**src/rtl/ship_placer_pkg.sv**
```systemverilog
// Shared ship-placement definitions: board and fleet sizing, direction codes,
// button bit positions and the fleet size table.
package ship_placer_pkg;
  localparam int SP_BOARD_DIM  = 10;
  localparam int SP_FLEET_SIZE = 5;

  localparam int BTN_PLACE = 5;
  localparam int BTN_ROT   = 4;
  localparam int BTN_UP    = 3;
  localparam int BTN_DOWN  = 2;
  localparam int BTN_LEFT  = 1;
  localparam int BTN_RIGHT = 0;

  typedef enum logic [3:0] {
    DIR_N = 4'd1, DIR_E = 4'd2, DIR_S = 4'd4, DIR_W = 4'd8
  } dir_e;

  typedef enum logic [2:0] {
    ST_IDLE, ST_EDIT, ST_CHECK, ST_WRITE, ST_DONE
  } state_e;

  // Ship tile count minus one, by ship index (sizes 5,4,3,3,2).
  function automatic logic [3:0] ship_len(input logic [2:0] idx);
    case (idx)
      3'd0:       return 4'd4;
      3'd1:       return 4'd3;
      3'd2, 3'd3: return 4'd2;
      default:    return 4'd1;
    endcase
  endfunction

  function automatic dir_e rotate_cw(input dir_e d);
    case (d)
      DIR_N:   return DIR_E;
      DIR_E:   return DIR_S;
      DIR_S:   return DIR_W;
      default: return DIR_N;
    endcase
  endfunction
endpackage

```
**src/rtl/ship_tile_addr.sv**
```systemverilog
// Tile k of a ship anchored at (cx,cy): coordinates plus an in-bounds flag.
// Signed 5-bit intermediates so stepping below zero is seen, not wrapped.
module ship_tile_addr import ship_placer_pkg::*; #(
  parameter int BOARD_DIM = SP_BOARD_DIM
) (
  input  logic [3:0] cx,
  input  logic [3:0] cy,
  input  dir_e       orient,
  input  logic [3:0] k,
  output logic [3:0] tx,
  output logic [3:0] ty,
  output logic       in_bounds
);
  localparam logic signed [4:0] DIM_S = 5'(BOARD_DIM);

  logic signed [4:0] sx, sy, sk;

  always_comb begin
    sx = signed'({1'b0, cx});
    sy = signed'({1'b0, cy});
    sk = signed'({1'b0, k});
    case (orient)
      DIR_N:   sy = sy - sk;
      DIR_E:   sx = sx + sk;
      DIR_S:   sy = sy + sk;
      default: sx = sx - sk;
    endcase
  end

  assign in_bounds = (sx >= 5'sd0) && (sx < DIM_S) && (sy >= 5'sd0) && (sy < DIM_S);
  assign tx = sx[3:0];
  assign ty = sy[3:0];
endmodule

```
**src/rtl/ship_placer.sv**
```systemverilog
// Battleship fleet placement: cursor editing, overlap check via board reads,
// then a tile-by-tile write of the accepted ship.
module ship_placer import ship_placer_pkg::*; #(
  parameter int BOARD_DIM  = SP_BOARD_DIM,
  parameter int FLEET_SIZE = SP_FLEET_SIZE
) (
  input  logic       clk,
  input  logic       rst,
  input  logic       start,
  input  logic [5:0] btn,
  output logic [7:0] cursor,
  output logic [3:0] orientation,
  output logic [3:0] length,
  output logic       ghost_en,
  output logic [7:0] board_addr,
  input  logic [2:0] board_rd_data,
  output logic       board_wr_en,
  output logic [2:0] board_wr_data,
  output logic       busy,
  output logic       reject,
  output logic       done
);
  localparam logic [3:0] DIM_MAX  = 4'(BOARD_DIM - 1);
  localparam logic [2:0] LAST_IDX = 3'(FLEET_SIZE - 1);

  state_e     state_q, state_d;
  logic [3:0] cx_q, cx_d, cy_q, cy_d;
  dir_e       orient_q, orient_d;
  logic [3:0] len_q, len_d, k_q, k_d;
  logic [2:0] idx_q, idx_d;
  logic       hit_q, hit_d, reject_q, reject_d;

  logic [3:0] k_sel, tx, ty;
  logic       tile_ok;

  // In EDIT the address unit evaluates the final tile for the bounds check.
  assign k_sel = (state_q == ST_EDIT) ? len_q : k_q;

  ship_tile_addr #(.BOARD_DIM(BOARD_DIM)) u_tile (
    .cx(cx_q), .cy(cy_q), .orient(orient_q), .k(k_sel),
    .tx(tx), .ty(ty), .in_bounds(tile_ok)
  );

  always_comb begin
    state_d  = state_q;
    cx_d     = cx_q;
    cy_d     = cy_q;
    orient_d = orient_q;
    len_d    = len_q;
    idx_d    = idx_q;
    k_d      = k_q;
    hit_d    = hit_q;
    reject_d = 1'b0;
    case (state_q)
      ST_IDLE, ST_DONE: if (start) begin
        state_d  = ST_EDIT;
        cx_d     = '0;
        cy_d     = '0;
        orient_d = DIR_E;
        idx_d    = '0;
        len_d    = ship_len(3'd0);
      end
      ST_EDIT: begin
        if (btn[BTN_PLACE]) begin
          if (!tile_ok) reject_d = 1'b1;
          else begin
            state_d = ST_CHECK;
            k_d     = '0;
            hit_d   = 1'b0;
          end
        end
        else if (btn[BTN_ROT])   orient_d = rotate_cw(orient_q);
        else if (btn[BTN_UP])    begin if (cy_q != 4'd0)    cy_d = cy_q - 4'd1; end
        else if (btn[BTN_DOWN])  begin if (cy_q < DIM_MAX)  cy_d = cy_q + 4'd1; end
        else if (btn[BTN_LEFT])  begin if (cx_q != 4'd0)    cx_d = cx_q - 4'd1; end
        else if (btn[BTN_RIGHT]) begin if (cx_q < DIM_MAX)  cx_d = cx_q + 4'd1; end
      end
      ST_CHECK: begin
        // Read data trails the address by a cycle, so tile k-1 is sampled at step k.
        k_d = k_q + 4'd1;
        if (k_q != 4'd0 && board_rd_data != 3'd0) hit_d = 1'b1;
        if (k_q == len_q + 4'd1) begin
          k_d = '0;
          if (hit_d) begin
            state_d  = ST_EDIT;
            reject_d = 1'b1;
          end
          else state_d = ST_WRITE;
        end
      end
      ST_WRITE: begin
        k_d = k_q + 4'd1;
        if (k_q == len_q) begin
          k_d      = '0;
          idx_d    = idx_q + 3'd1;
          cx_d     = '0;
          cy_d     = '0;
          orient_d = DIR_E;
          if (idx_q == LAST_IDX) state_d = ST_DONE;
          else begin
            state_d = ST_EDIT;
            len_d   = ship_len(idx_q + 3'd1);
          end
        end
      end
      default: state_d = ST_IDLE;
    endcase
  end

  always_ff @(posedge clk) begin
    if (rst) begin
      state_q  <= ST_IDLE;
      cx_q     <= '0;
      cy_q     <= '0;
      orient_q <= DIR_E;
      len_q    <= ship_len(3'd0);
      idx_q    <= '0;
      k_q      <= '0;
      hit_q    <= 1'b0;
      reject_q <= 1'b0;
    end else begin
      state_q  <= state_d;
      cx_q     <= cx_d;
      cy_q     <= cy_d;
      orient_q <= orient_d;
      len_q    <= len_d;
      idx_q    <= idx_d;
      k_q      <= k_d;
      hit_q    <= hit_d;
      reject_q <= reject_d;
    end
  end

  assign cursor        = {cx_q, cy_q};
  assign orientation   = orient_q;
  assign length        = len_q;
  assign ghost_en      = (state_q == ST_EDIT);
  assign busy          = (state_q == ST_CHECK) || (state_q == ST_WRITE);
  assign reject        = reject_q;
  assign done          = (state_q == ST_DONE);
  assign board_wr_en   = (state_q == ST_WRITE);
  assign board_wr_data = (state_q == ST_WRITE) ? idx_q + 3'd1 : 3'd0;
  assign board_addr    = (state_q == ST_WRITE || (state_q == ST_CHECK && k_q <= len_q))
                         ? {tx, ty} : 8'h00;
endmodule

```
**config.mk**
```make
export PLATFORM = sky130hd
export DESIGN_NAME = ship_placer
export DESIGN_NICKNAME = d
export VERILOG_FILES = /design/src/rtl/ship_placer_pkg.sv /design/src/rtl/ship_tile_addr.sv /design/src/rtl/ship_placer.sv
export SDC_FILE = /design/constraint.sdc
export NUM_CORES = 1
export LEC_CHECK = 0
export ABC_CLOCK_PERIOD_IN_PS = 4700
export CAP_MARGIN = 25
export CELL_PAD_IN_SITES_DETAIL_PLACEMENT = 0
export CELL_PAD_IN_SITES_GLOBAL_PLACEMENT = 2
export CORE_MARGIN = 2
export CORE_UTILIZATION = 31
export DETAILED_ROUTE_END_ITERATION = 10
export GPL_TIMING_DRIVEN = 0
export PLACE_DENSITY_LB_ADDON = 0.08
export SKIP_LAST_GASP = 1
export SYNTH_ARGS = -nofsm -noshare
export SYNTH_HDL_FRONTEND = slang
export SYNTH_SLANG_ARGS = --single-unit
```
**constraint.sdc**
```tcl
create_clock -name clk -period 4.7 [get_ports clk]
set_clock_uncertainty 0.15 [all_clocks]
set_input_delay 0.94 -clock clk [delete_from_list [all_inputs] [get_ports clk]]
set_output_delay 0.94 -clock clk [all_outputs]
set_load 0.01 [all_outputs]
```
======== After elaboration in Yosys (flattened, before gate mapping) ========
Cells that the tools add are included.
word-level totals
  input bits .............................. 12
  flip-flop bits (word level) ............. 28
  logic and storage cells ................. 145
cells by class
  reductions and logical operators ........ 28
  $lt $le $gt $ge ......................... 7
  add/sub/neg operators ................... 11
  multiplexer cells ....................... 60
  equal/unequal tests ..................... 30
operators by type and width
  kind                                                                                  count
  4-bit two-way mux                                                                     28
  4-bit case mux with 3 select lines                                                    5
  3-bit two-way mux                                                                     9
  5-bit case mux with 2 select lines                                                    2
  2-bit inequality test (second input constant)                                         9
  4-bit by 1-bit adder with 4-bit output (second input constant)                        4
  3-bit by 2-bit == test with 1-bit output (second input constant)                      4
  3-bit by 2-bit inequality test with 1-bit output (second input constant)              4
  3-bit case mux with 4 select lines                                                    1
  4-bit nonzero test                                                                    3
  4-bit by 4-bit adder with 5-bit output                                                2
  5-bit by 1-bit greater-or-equal comparator with 1-bit output (second input constant)  2
  5-bit less-than comparator (second input constant)                                    2
  10-bit AND reduction                                                                  1
  5-bit AND reduction                                                                   2
  4-bit by 4-bit subtractor with 5-bit output                                           2
  3-bit case mux with 3 select lines                                                    1
  3-bit AND reduction                                                                   3
  3-bit nonzero test                                                                    3
  4-bit == test                                                                         2
  4-bit less-than comparator (second input constant)                                    2
  1-bit two-way mux                                                                     8
  8-bit two-way mux                                                                     1
  4-bit case mux with 2 select lines                                                    1
  20 further kinds                                                                      35

======== Longest topological paths before layout ========
Gate-level depths: netlist (run 1).
  word-level depth ........................ 11
  gate-level depth with buffers ........... 14

======== Modules after synthesis ========
Synthesis (run 1) repeated with hierarchy kept, for this count alone.
unflattened totals
  cells, all modules ...................... 329
  area total of the unflattened synthesis .. 2,555.0 um^2
modules (own cells, without submodules)
  module          cells an instance  area an instance (um^2)  sequential area each (um^2)  instances
  ship_placer     259                2,013.2                  540.5                        1
  ship_tile_addr  70                 541.8                    0.0                          1

======== Worst setup path before layout (run 1) ========
OpenSTA, ideal clock, no wires.
  kind .................................... register -> output
  start ................................... reg state_q[1]
  end ..................................... out board_addr[7]
  stages on the path, launching flop included .. 14
  data required time ...................... 3,610 ps
  path slack .............................. 892 ps
  arrival time ............................ 2,718 ps
  path through ............................ dfxtp_1 or3b_4 buf_6 mux2_4 inv_1 ha_1 nand2_1 o21ai_0 ha_1 a21o_1 a21oi_1 xnor2_1 nand2_1 a21oi_1
on the way
  cells in the longest elaborated chain, start to end .. 5
RTL lines
  element                                                                                                RTL line                                    RTL
  start, declared                                                                                        ship_placer.sv:26                           state_e state_q, state_d;
  start signal, assigned                                                                                 ship_placer.sv:122                          state_q <= state_d;
  3-bit by 1-bit == test with 1-bit output                                                               ship_placer.sv:37                           assign k_sel = (state_q == ST_EDIT) ? len_q : k_q;
  4-bit two-way mux                                                                                      ship_placer.sv:37
  4-bit by 4-bit subtractor with 5-bit output or 4-bit by 4-bit adder with 5-bit output (tied branches)  ship_tile_addr.sv:26, ship_tile_addr.sv:24
  5-bit case mux with 2 select lines                                                                     ship_tile_addr.sv:22                        case (orient)
  8-bit two-way mux *                                                                                    ship_placer.sv:144                          ? {tx, ty} : 8'h00;
  end, declared                                                                                          ship_placer.sv:15                           output logic [7:0] board_addr,
Every way passes the cells marked *; elsewhere a longest branch is shown, timed or not.

======== Worst setup path after layout (run 1) ========
  start ................................... reg state_q[1]
  end ..................................... out board_addr[1]
on the way
  cells in the longest elaborated chain, start to end .. 5
RTL lines
  element                                                                                                RTL line
  3-bit by 1-bit == test with 1-bit output                                                               ship_placer.sv:37
  4-bit two-way mux                                                                                      ship_placer.sv:37
  4-bit by 4-bit adder with 5-bit output or 4-bit by 4-bit subtractor with 5-bit output (tied branches)  ship_tile_addr.sv:25, ship_tile_addr.sv:23
  5-bit case mux with 2 select lines                                                                     ship_tile_addr.sv:22
  8-bit two-way mux *                                                                                    ship_placer.sv:144
Marked as above.

==> results.tsv, run 1 <==
metric	value	unit
Worst-Skew Late Latency	0.28	ns
hold_sp	k_q[0]	
final worst path period share	96.1	%
drt first pass iters	4	
register bit total from synthesis	27	
top_reg_cell synth	dfxtp_1	
height of the die	95.2	µm
largest cells by area after synthesis	dfxtp_1, ha_1, a21oi_1	
synthesized area per cell	7.75	µm²
design area	0.00319	mm²
Yosys top cell by area	dfxtp_1	
hold endpoint	k_q[0]	
initial core utilization	31.7	%
TritonCTS Sinks	27	
Net Count, Synth	373	
CTS H-tree depth	1	
vias in the first global route	2484	
Die Footprint	0.00907	mm²
Global Route Usage Sum	17.9	%
FP Rows	33	
initial antenna violation count	0	
Area growth syn-to-layout	23.8	%
power density over the cells	241	mW/mm²
Crit Path Category	reg2out	
met3 wire len	206	µm
post-route ant nets	0	
n_diodes	0	
wl on met1	3.88	mm
Total Neg Setup Slack	0	ns
first-pass GRT wire length	12.7	mm
R2R Path Start	state_q[1]	
largest net degree at the start of global routing	16	
CP required	3.61	ns
initial DRC count	106	
Port-buffer cells	41	
CTS tree	done	
CTS Hold Buffers Added	0	
routed via count	2502	
f_max	0.221	GHz
Post-DP Area	0.00313	mm²
Final Non-Filler Cells	484	
RSZ-0062 raised after global routing	false	
nets	420	
wire length after detailed routing	7.63	mm
Clock transition at path regs	0.10	ns
maximum capacitance violations	0	
ys async rst share	0	%
Cells after Synth	333	
Max Slew Vio Count	0	
Startpoint Class	flip-flop	
DRC viols	0	
post-synthesis sequential area ratio	21.0	%
share of layout cells above drive strength 1	8.18	%
flop2flop setup slack	0.70	ns
Congestion Overflow GR	0	
Core ar.	0.00813	mm²
Final Hold Viols	0	
r2r worst-path depth	14	
worst vdd ir	0.102	mV
hold depth	1	
Post-synth EDFFs	0	
final setup violating endpoints	0	
Synth Warn #	0	
crit path DAT	3.43	ns
CTS Buf Count	3	
area share of the largest cell type after synthesis	21.0	%
r2r endpoint	hit_q	
crit-path max FO	10	
Synth cell types	60	
slew of the pin with the lowest slew margin	0.695	ns
Setup crit end kind	output pin	
minimum clock period	4.52	ns
routed wl met2	3.48	mm
Clock Tree Buf Depth	2	
post-DR wirelength/cell	15.8	µm
post-layout util	39.3	%
Via-to-Cell Ratio	5.17	
Placed Instances	480	
Hold Path Class	reg2reg	
clock root buffer	clkbuf_8	
Die Span X	95.2	µm
DPL Wire Length	5.85	mm
# IOs	44	
run status	finished, final reports clean	
Synth Cell Area	0.00258	mm²
max layer used	met4	
Final GP Congestion	0.814	
Leak Pwr	1.35	nW
slew margin rel.	53.7	%
logic make-up after synthesis:
logic type	Yosys count	synth area share [%]
compound gates	91	22.6
xor+xnor	13	4.41
fa+ha+maj	28	14.7
buf+inv	31	5.09
flops	27	21.0
mux	9	3.83
other cells	1	0.145
simple gates	133	28.2
final cells by class:
cell class                 instances  area (µm²)
buffer                            13        63.8
clock buffer                       3        41.3
clock inverter                     1        5.00
fill                             873        4940
inverter                          18        67.6
multi-input combinational        275        1920
sequential                        27         544
tap                              105         131
timing repair buffer              42         422
stage by stage:
step	hold WS [ns]	worst slack, ns	total power [W]
after CTS	0.382	-0.0480	0.000774
after global placement	0.354	0.166	0.000625
final	0.375	0.184	0.000771
after floorplan	0.317	0.892	0.000520
after detailed placement	0.359	0.194	0.000627
after global routing	0.416	0.00644	0.000838
power breakdown:
part / total (W) / switching (W) / internal (W)
sequential: 0.000265 / 0.0000230 / 0.000242
clock: 0.000143 / 0.0000830 / 0.0000596
combinational: 0.000363 / 0.000206 / 0.000157
state kept, by name (all words and copies together), names as in the netlist, 3 cells and up:
| signal | flops |
|---|---|
| cx_q | 4 |
| k_q | 4 |
| length | 3 |
| orientation | 4 |
| cy_q | 4 |
| state_q | 3 |
| idx_q | 3 |
how the worst max path moves through the flow:
stage               depth (start not counted)       start       endpoint
finish                                     11  state_q[1]  board_addr[1]
detailed placement                         14  state_q[1]  board_addr[7]
global placement                           14  state_q[1]  board_addr[3]
CTS                                        14  state_q[2]  board_addr[7]
floorplan                                  13  state_q[1]  board_addr[7]
global route                               15  state_q[2]  board_addr[3]
timing repair:
action,4_1_cts,5_1_grt
endpoints found under the hold margin,0,0
resized for setup,4,7
setup buffers,0,0
endpoints found under the setup margin,3,5
critical path, cell delays in order (launching register included):
cell	delay [ns]
dfxtp_2	0.38
or3b_4	0.41
buf_6	0.17
mux2_4	0.35
inv_1	0.07
ha_1	0.24
nor2_2	0.13
a21oi_2	0.06
fa_1	0.56
nand2_1	0.06
a21oi_1	0.17
clkdlybuf4s50_1	0.56
routing by layer:
layer,vias up,global-route usage [%]
met1,1169,24.8
met5,-,0
met2,33,30.4
li1,1294,-
met4,0,3.50
met3,6,1.58
layout by cell type, fill, tap and decap left out, types with 4 or more instances in the layout:
cell type	netlist	layout
fa_1	4	4
nor3_1	15	15
nor3_2	4	4
or3_1	7	7
nor2b_1	8	8
a21oi_1	35	34
a21o_1	8	8
nand2_1	29	29
nand2b_1	4	4
dfxtp_1	27	24
nor2_1	35	34
inv_1	16	16
clkdlybuf4s50_1	0	37
o21ai_0	15	14
and3_1	5	5
xor2_1	5	5
mux2i_1	7	7
clkbuf_1	9	9
xnor2_1	8	8
ha_1	24	24
o21ai_1	3	4
o31ai_1	6	6
synthesized netlist by cell type (2+ instances only):
| master | count |
|---|---|
| nand3b_1 | 3 |
| nand2_1 | 29 |
| xor2_1 | 5 |
| fa_1 | 4 |
| a21o_1 | 8 |
| o311a_1 | 2 |
| buf_4 | 2 |
| o21ai_1 | 3 |
| or3_1 | 7 |
| nor2b_1 | 8 |
| and2_1 | 3 |
| nand3_1 | 3 |
| nor2_1 | 35 |
| nand2b_1 | 4 |
| mux2i_1 | 7 |
| and3_1 | 5 |
| a21oi_1 | 35 |
| a31o_2 | 2 |
| nor3_2 | 4 |
| nor3_1 | 15 |
| nor3b_2 | 2 |
| o21ai_0 | 15 |
| a32oi_1 | 2 |
| clkbuf_1 | 9 |
| a211oi_1 | 3 |
| o311ai_0 | 3 |
| inv_1 | 16 |
| nor3b_1 | 3 |
| o21a_1 | 2 |
| o22ai_1 | 2 |
| ha_1 | 24 |
| o31ai_1 | 6 |
| xnor2_1 | 8 |
| a31oi_1 | 2 |
| dfxtp_1 | 27 |
Note: power is estimated with default switching activity, not from simulation.
==> inputs of run 2 (changes only) <==
--- a/config.mk
+++ b/config.mk
@@ -14,6 +14,7 @@
 export DETAILED_ROUTE_END_ITERATION = 10
 export GPL_TIMING_DRIVEN = 0
 export PLACE_DENSITY_LB_ADDON = 0.08
+export SETUP_SLACK_MARGIN = 0.5
 export SKIP_LAST_GASP = 1
 export SYNTH_ARGS = -nofsm -noshare
 export SYNTH_HDL_FRONTEND = slang
==> run 2 against run 1 <==
Setup slack improved by 0.38 ns. First-iteration DRC count is 14% lower. Die area unchanged. Sequential share of layout area is 0.65 points lower. Power rose by 7.9%. Critical path type unchanged. Final cell count up 1.7%. Fmax grew 9.2%. Cell area up 4.9%. Clock-buffer cell count is the same. Register-to-register slack improved by 0.15 ns. Via count increased by 2.8%.
==> results.tsv, run 2 (synthesis gave the netlist of run 1 again) <==
metric	value	unit
run status	finished, final reports clean	
Worst-Skew Late Latency	0.28	ns
Setup WS post-layout	0.563	ns
power density over the cells	248	mW/mm²
vias in the first global route	2526	
crit path DAT	3.05	ns
r2r worst-path depth	14	
CTS H-tree depth	1	
crit-path max FO	3	
FP Rows	33	
# IOs	44	
share of layout cells above drive strength 1	15.8	%
post-DR wirelength/cell	16.0	µm
CTS Hold Buffers Added	0	
initial DRC count	91	
Hold Path Class	reg2reg	
drt first pass iters	4	
largest net degree at the start of global routing	16	
sequential cell fraction of total power	31.8	%
Die Span X	95.2	µm
Clock transition at path regs	0.10	ns
n_diodes	0	
Setup Slack @ Placement	0.194	ns
post-route ant nets	0	
Final GP Congestion	0.814	
Area growth syn-to-layout	29.9	%
CTS Buf Count	3	
initial core utilization	31.7	%
Crit Path Category	reg2out	
nets	428	
slew margin rel.	52.5	%
hold depth	1	
Congestion Overflow GR	0	
most frequent cells in the layout	clkdlybuf4s50_1, nor2_1, a21oi_1, nand2_1, dfxtp_1	
Global Route Usage Sum	18.3	%
Worst Setup SP	state_q[1]	
initial antenna violation count	0	
clock root buffer	clkbuf_8	
Setup crit end kind	output pin	
Core ar.	0.00813	mm²
DPL Wire Length	5.85	mm
worst vdd ir	0.115	mV
Startpoint Class	flip-flop	
final setup violating endpoints	0	
CP required	3.61	ns
r2r endpoint	hit_q	
DRC viols	0	
Setup crit end	board_addr[7]	
minimum clock period	4.14	ns
first-pass GRT wire length	12.9	mm
Die Footprint	0.00907	mm²
Via-to-Cell Ratio	5.23	
Max Slew Vio Count	0	
final worst path period share	88.0	%
wire length after detailed routing	7.85	mm
most common cell after layout, fill and taps aside	clkdlybuf4s50_1	
slew of the pin with the lowest slew margin	0.707	ns
Leak Pwr	1.35	nW
routed via count	2573	
maximum capacitance violations	0	
Int Power	0.000496	W
Total Neg Setup Slack	0	ns
switching part of the total power	40.4	%
Combinational Power Share	51.0	%
Port-buffer cells	41	
RSZ-0062 raised after global routing	true	
CTS tree	done	
height of the die	95.2	µm
R2R Path Start	state_q[1]	
Sw Pwr	0.000336	W
TritonCTS Sinks	27	
Clk network pwr share	17.2	%
f_max	0.242	GHz
Clock Tree Buf Depth	2	
flop2flop setup slack	0.85	ns
Final Hold Viols	0	
[run 2: power by group through the flow]
stage          combinational, W  clock (W)  sequential [W]
2_1_floorplan          0.000254          0        0.000266
3_3_place_gp           0.000355          0        0.000271
3_5_place_dp           0.000356          0        0.000271
4_1_cts                0.000397   0.000147        0.000264
5_1_grt                0.000477   0.000155        0.000267
6_report               0.000424   0.000143        0.000264
[run 2: through the flow]
step / hold slack, ns / total power (W) / cell area (µm²) / cells / utilization [%]
after global routing: 0.416 / 0.000900 / 3350 / 492 / 41.2
after global placement: 0.354 / 0.000625 / 3120 / 479 / 38.4
after detailed placement: 0.359 / 0.000627 / 3130 / 480 / 38.4
after CTS: 0.382 / 0.000809 / 3270 / 489 / 40.2
after floorplan: 0.317 / 0.000520 / 2580 / 333 / -
final: 0.379 / 0.000832 / 3350 / 492 / 41.2
[run 2: worst min path at each step]
stage / start / endpoint / slack [ns]
floorplan: k_q[0] / k_q[0] / 0.32
global placement: k_q[0] / k_q[0] / 0.35
detailed placement: k_q[0] / k_q[0] / 0.36
CTS: k_q[0] / k_q[0] / 0.38
global route: hit_q / hit_q / 0.42
finish: k_q[0] / k_q[0] / 0.38
[run 2: what timing repair did]
item                       in CTS  in global routing
setup endpoints to repair       6                  5
resized for setup              30                 20
gates cloned                    0                  0
setup buffers                   5                  3
pin swaps                       9                  9
[run 2: cell type report]
type	instances	area (µm²)
plain buffers	13	73.8
clock buffers	3	41.3
clock inverters	1	5.00
fillers	866	4780
inverters	18	67.6
multi-input cells	275	2030
flip-flops and latches	27	549
well taps	105	131
repair buffers	50	454
[run 2: worst max-delay path, stage by stage (launching register included)]
cell and delay [ns]:
dfxtp_4 0.36, or3b_4 0.41, buf_12 0.14, mux2_4 0.32
inv_2 0.07, ha_4 0.20, nand2_1 0.07, o21ai_2 0.08
ha_1 0.27, a21o_1 0.19, a21oi_2 0.15, xnor2_1 0.13
nand2_1 0.07, a21oi_1 0.15, buf_2 0.14
[run 2: layer usage]
metal,wire (µm),share of wire [%],global-route usage [%]
met5,0,0,0
met4,134,1.7,4.83
met3,258,3.3,1.98
met2,3590,46,30.7
met1,3860,49,24.9
==> inputs of run 3 (changes only) <==
--- a/config.mk
+++ b/config.mk
@@ -5,12 +5,12 @@
 export SDC_FILE = /design/constraint.sdc
 export NUM_CORES = 1
 export LEC_CHECK = 0
-export ABC_CLOCK_PERIOD_IN_PS = 4700
+export ABC_CLOCK_PERIOD_IN_PS = 3800
 export CAP_MARGIN = 25
 export CELL_PAD_IN_SITES_DETAIL_PLACEMENT = 0
 export CELL_PAD_IN_SITES_GLOBAL_PLACEMENT = 2
-export CORE_MARGIN = 2
-export CORE_UTILIZATION = 31
+export CORE_MARGIN = 8
+export CORE_UTILIZATION = 28
 export DETAILED_ROUTE_END_ITERATION = 10
 export GPL_TIMING_DRIVEN = 0
 export PLACE_DENSITY_LB_ADDON = 0.08
==> constraint.sdc (replaced) <==
create_clock -name clk -period 3.8 [get_ports clk]
set_clock_uncertainty 0.15 [all_clocks]
set_input_delay 0.76 -clock clk [delete_from_list [all_inputs] [get_ports clk]]
set_output_delay 0.76 -clock clk [all_outputs]
set_load 0.01 [all_outputs]
==> run 3 against run 2 <==
The flow now finishes with violations (negative setup slack). Final cell count grew 3.3%. Worst hold slack gained 0.030 ns. Clock-buffer cell count is the same. Largest power group unchanged. Highest routed layer unchanged. Setup slack lost 0.72 ns. First-iteration DRC count grew 12%. Critical path type unchanged. Combinational power grew 38%.
==> results.tsv, run 3 (synthesis gave the netlist of run 1 again) <==
metric	value	unit
Sw Pwr	0.000442	W
Congestion Overflow GR	0	
Port-buffer cells	41	
Die Span X	112	µm
FP Rows	35	
Via-to-Cell Ratio	5.14	
nets	438	
initial antenna violation count	0	
DPL Wire Length	6.43	mm
Final GP Congestion	0.767	
vias in the first global route	2624	
routed via count	2613	
design area	0.00348	mm²
crit path DAT	3.05	ns
sequential cell fraction of total power	30.1	%
Global Route Usage Sum	13.6	%
share of layout cells above drive strength 1	21.4	%
maximum capacitance violations	0	
initial DRC count	102	
worst vdd ir	0.140	mV
Setup WS post-layout	-0.159	ns
post-DR wirelength/cell	16.8	µm
Worst-Skew Late Latency	0.28	ns
Crit path max-delay family	simple AND/OR/NAND/NOR gates	
most common cell after layout, fill and taps aside	nor2_1	
Setup crit end kind	output pin	
Multi-input gate area	0.00209	mm²
Int Power	0.000649	W
CTS H-tree depth	1	
critical path, cell by cell	or3b_4, buf_12, mux2_4, nor3b_4, xnor2_1, a21oi_2, o21ai_1, ha_1, a211oi_2, nor3_2, a21oi_1, nor2_1, buf_2	
Post-DP Area	0.00319	mm²
largest net degree at the start of global routing	16	
Final Hold Viols	0	
minimum clock period	3.96	ns
final worst path period share	104	%
most frequent cells in the layout	nor2_1, clkdlybuf4s50_1, nand2_1, a21oi_1, dfxtp_1	
FF/Latch Area	549	µm²
Clock transition at path regs	0.10	ns
final setup violating endpoints	4	
post-route ant nets	0	
Startpoint Class	flip-flop	
Max Slew Vio Count	0	
Combinational Power Share	53.7	%
Leak Pwr	1.41	nW
Critical-path top delay cell	or3b_4	
Die Footprint	0.0125	mm²
f_max	0.253	GHz
first-pass GRT wire length	14.0	mm
n_diodes	0	
CTS Hold Buffers Added	0	
RSZ-0062 raised after global routing	true	
delay of the slowest cell on the worst path	0.41	ns
Hold Path Class	reg2reg	
Clk network pwr share	16.2	%
TritonCTS Sinks	27	
height of the die	112	µm
violated checks	negative setup slack	
drt first pass iters	4	
Area growth syn-to-layout	34.9	%
power density over the cells	313	mW/mm²
switching part of the total power	40.5	%
post-layout util	38.2	%
CP required	2.89	ns
Clock Tree Buf Depth	2	
# IOs	44	
wire length after detailed routing	8.53	mm
hold_ws	0.409	ns
slew of the pin with the lowest slew margin	0.702	ns
crit-path max FO	4	
Fill cells	979	
slew margin rel.	53.2	%
clock root buffer	clkbuf_8	
CTS tree	done	
initial core utilization	28.3	%
run status	finished, violations left	
Core ar.	0.00911	mm²
CTS Buf Count	3	
Crit Path Category	reg2out	
WP buf/inv	2	
DRC viols	0	
==> run 3: routing by layer <==
layer  part of all wire [%]  GRT usage [%]
met5                      0              0
met4                   0.62           2.70
met3                    3.8           1.79
met1                     47           17.6
met2                     49           23.5
==> run 3: final timing paths <==
check                   from       endpoint  slack, ns  cells after the start
setup / recovery  state_q[1]  board_addr[3]      -0.16                     13
hold reg to reg        hit_q          hit_q       0.41                      2
hold / removal         hit_q          hit_q       0.41                      2
setup reg to reg  state_q[1]         k_q[1]       0.05                     15
==> run 3: per-stage QoR <==
stage | instances | TNS, ns | setup slack, ns | total power [W]
after floorplan | 333 | 0 | 0.296 | 0.000665
after global placement | 485 | -2.14 | -0.519 | 0.000803
after detailed placement | 486 | -1.91 | -0.467 | 0.000803
after CTS | 502 | -0.636 | -0.261 | 0.00106
after global routing | 508 | -1.71 | -0.362 | 0.00118
final | 508 | -0.527 | -0.159 | 0.00109
==> run 3: timing repair <==
action	in CTS	in global routing
pin swaps	25	12
endpoints found under the setup margin	16	16
setup buffers	12	6
gates resized for setup	52	14
==> run 3: layout make-up <==
class | instances | area share, %
Buffer | 13 | 2.12
Inverter | 18 | 1.94
Tap cell | 111 | 3.99
Clock inverter | 1 | 0.144
Timing Repair Buffer | 60 | 14.8
Multi-Input combinational cell | 275 | 60.1
Sequential cell | 27 | 15.8
Clock buffer | 3 | 1.19
==> run 3: power by group through the flow <==
stage / combinational [W] / sequential, W / clock, W
6_report: 0.000586 / 0.000328 / 0.000177
5_1_grt: 0.000650 / 0.000331 / 0.000197
4_1_cts: 0.000546 / 0.000328 / 0.000186
3_5_place_dp: 0.000467 / 0.000337 / 0
3_3_place_gp: 0.000467 / 0.000337 / 0
2_1_floorplan: 0.000335 / 0.000330 / 0
==> run 3: worst reg2reg max path: cells and delay by family, from the launching register on <==
kind	cells	cell delay, ns
buf+inv	3	0.43
xor+xnor	1	0.15
compound gates	6	1.26
simple gates	3	0.68
flops	1	0.36
mux	1	0.33
fa+ha+maj	1	0.31
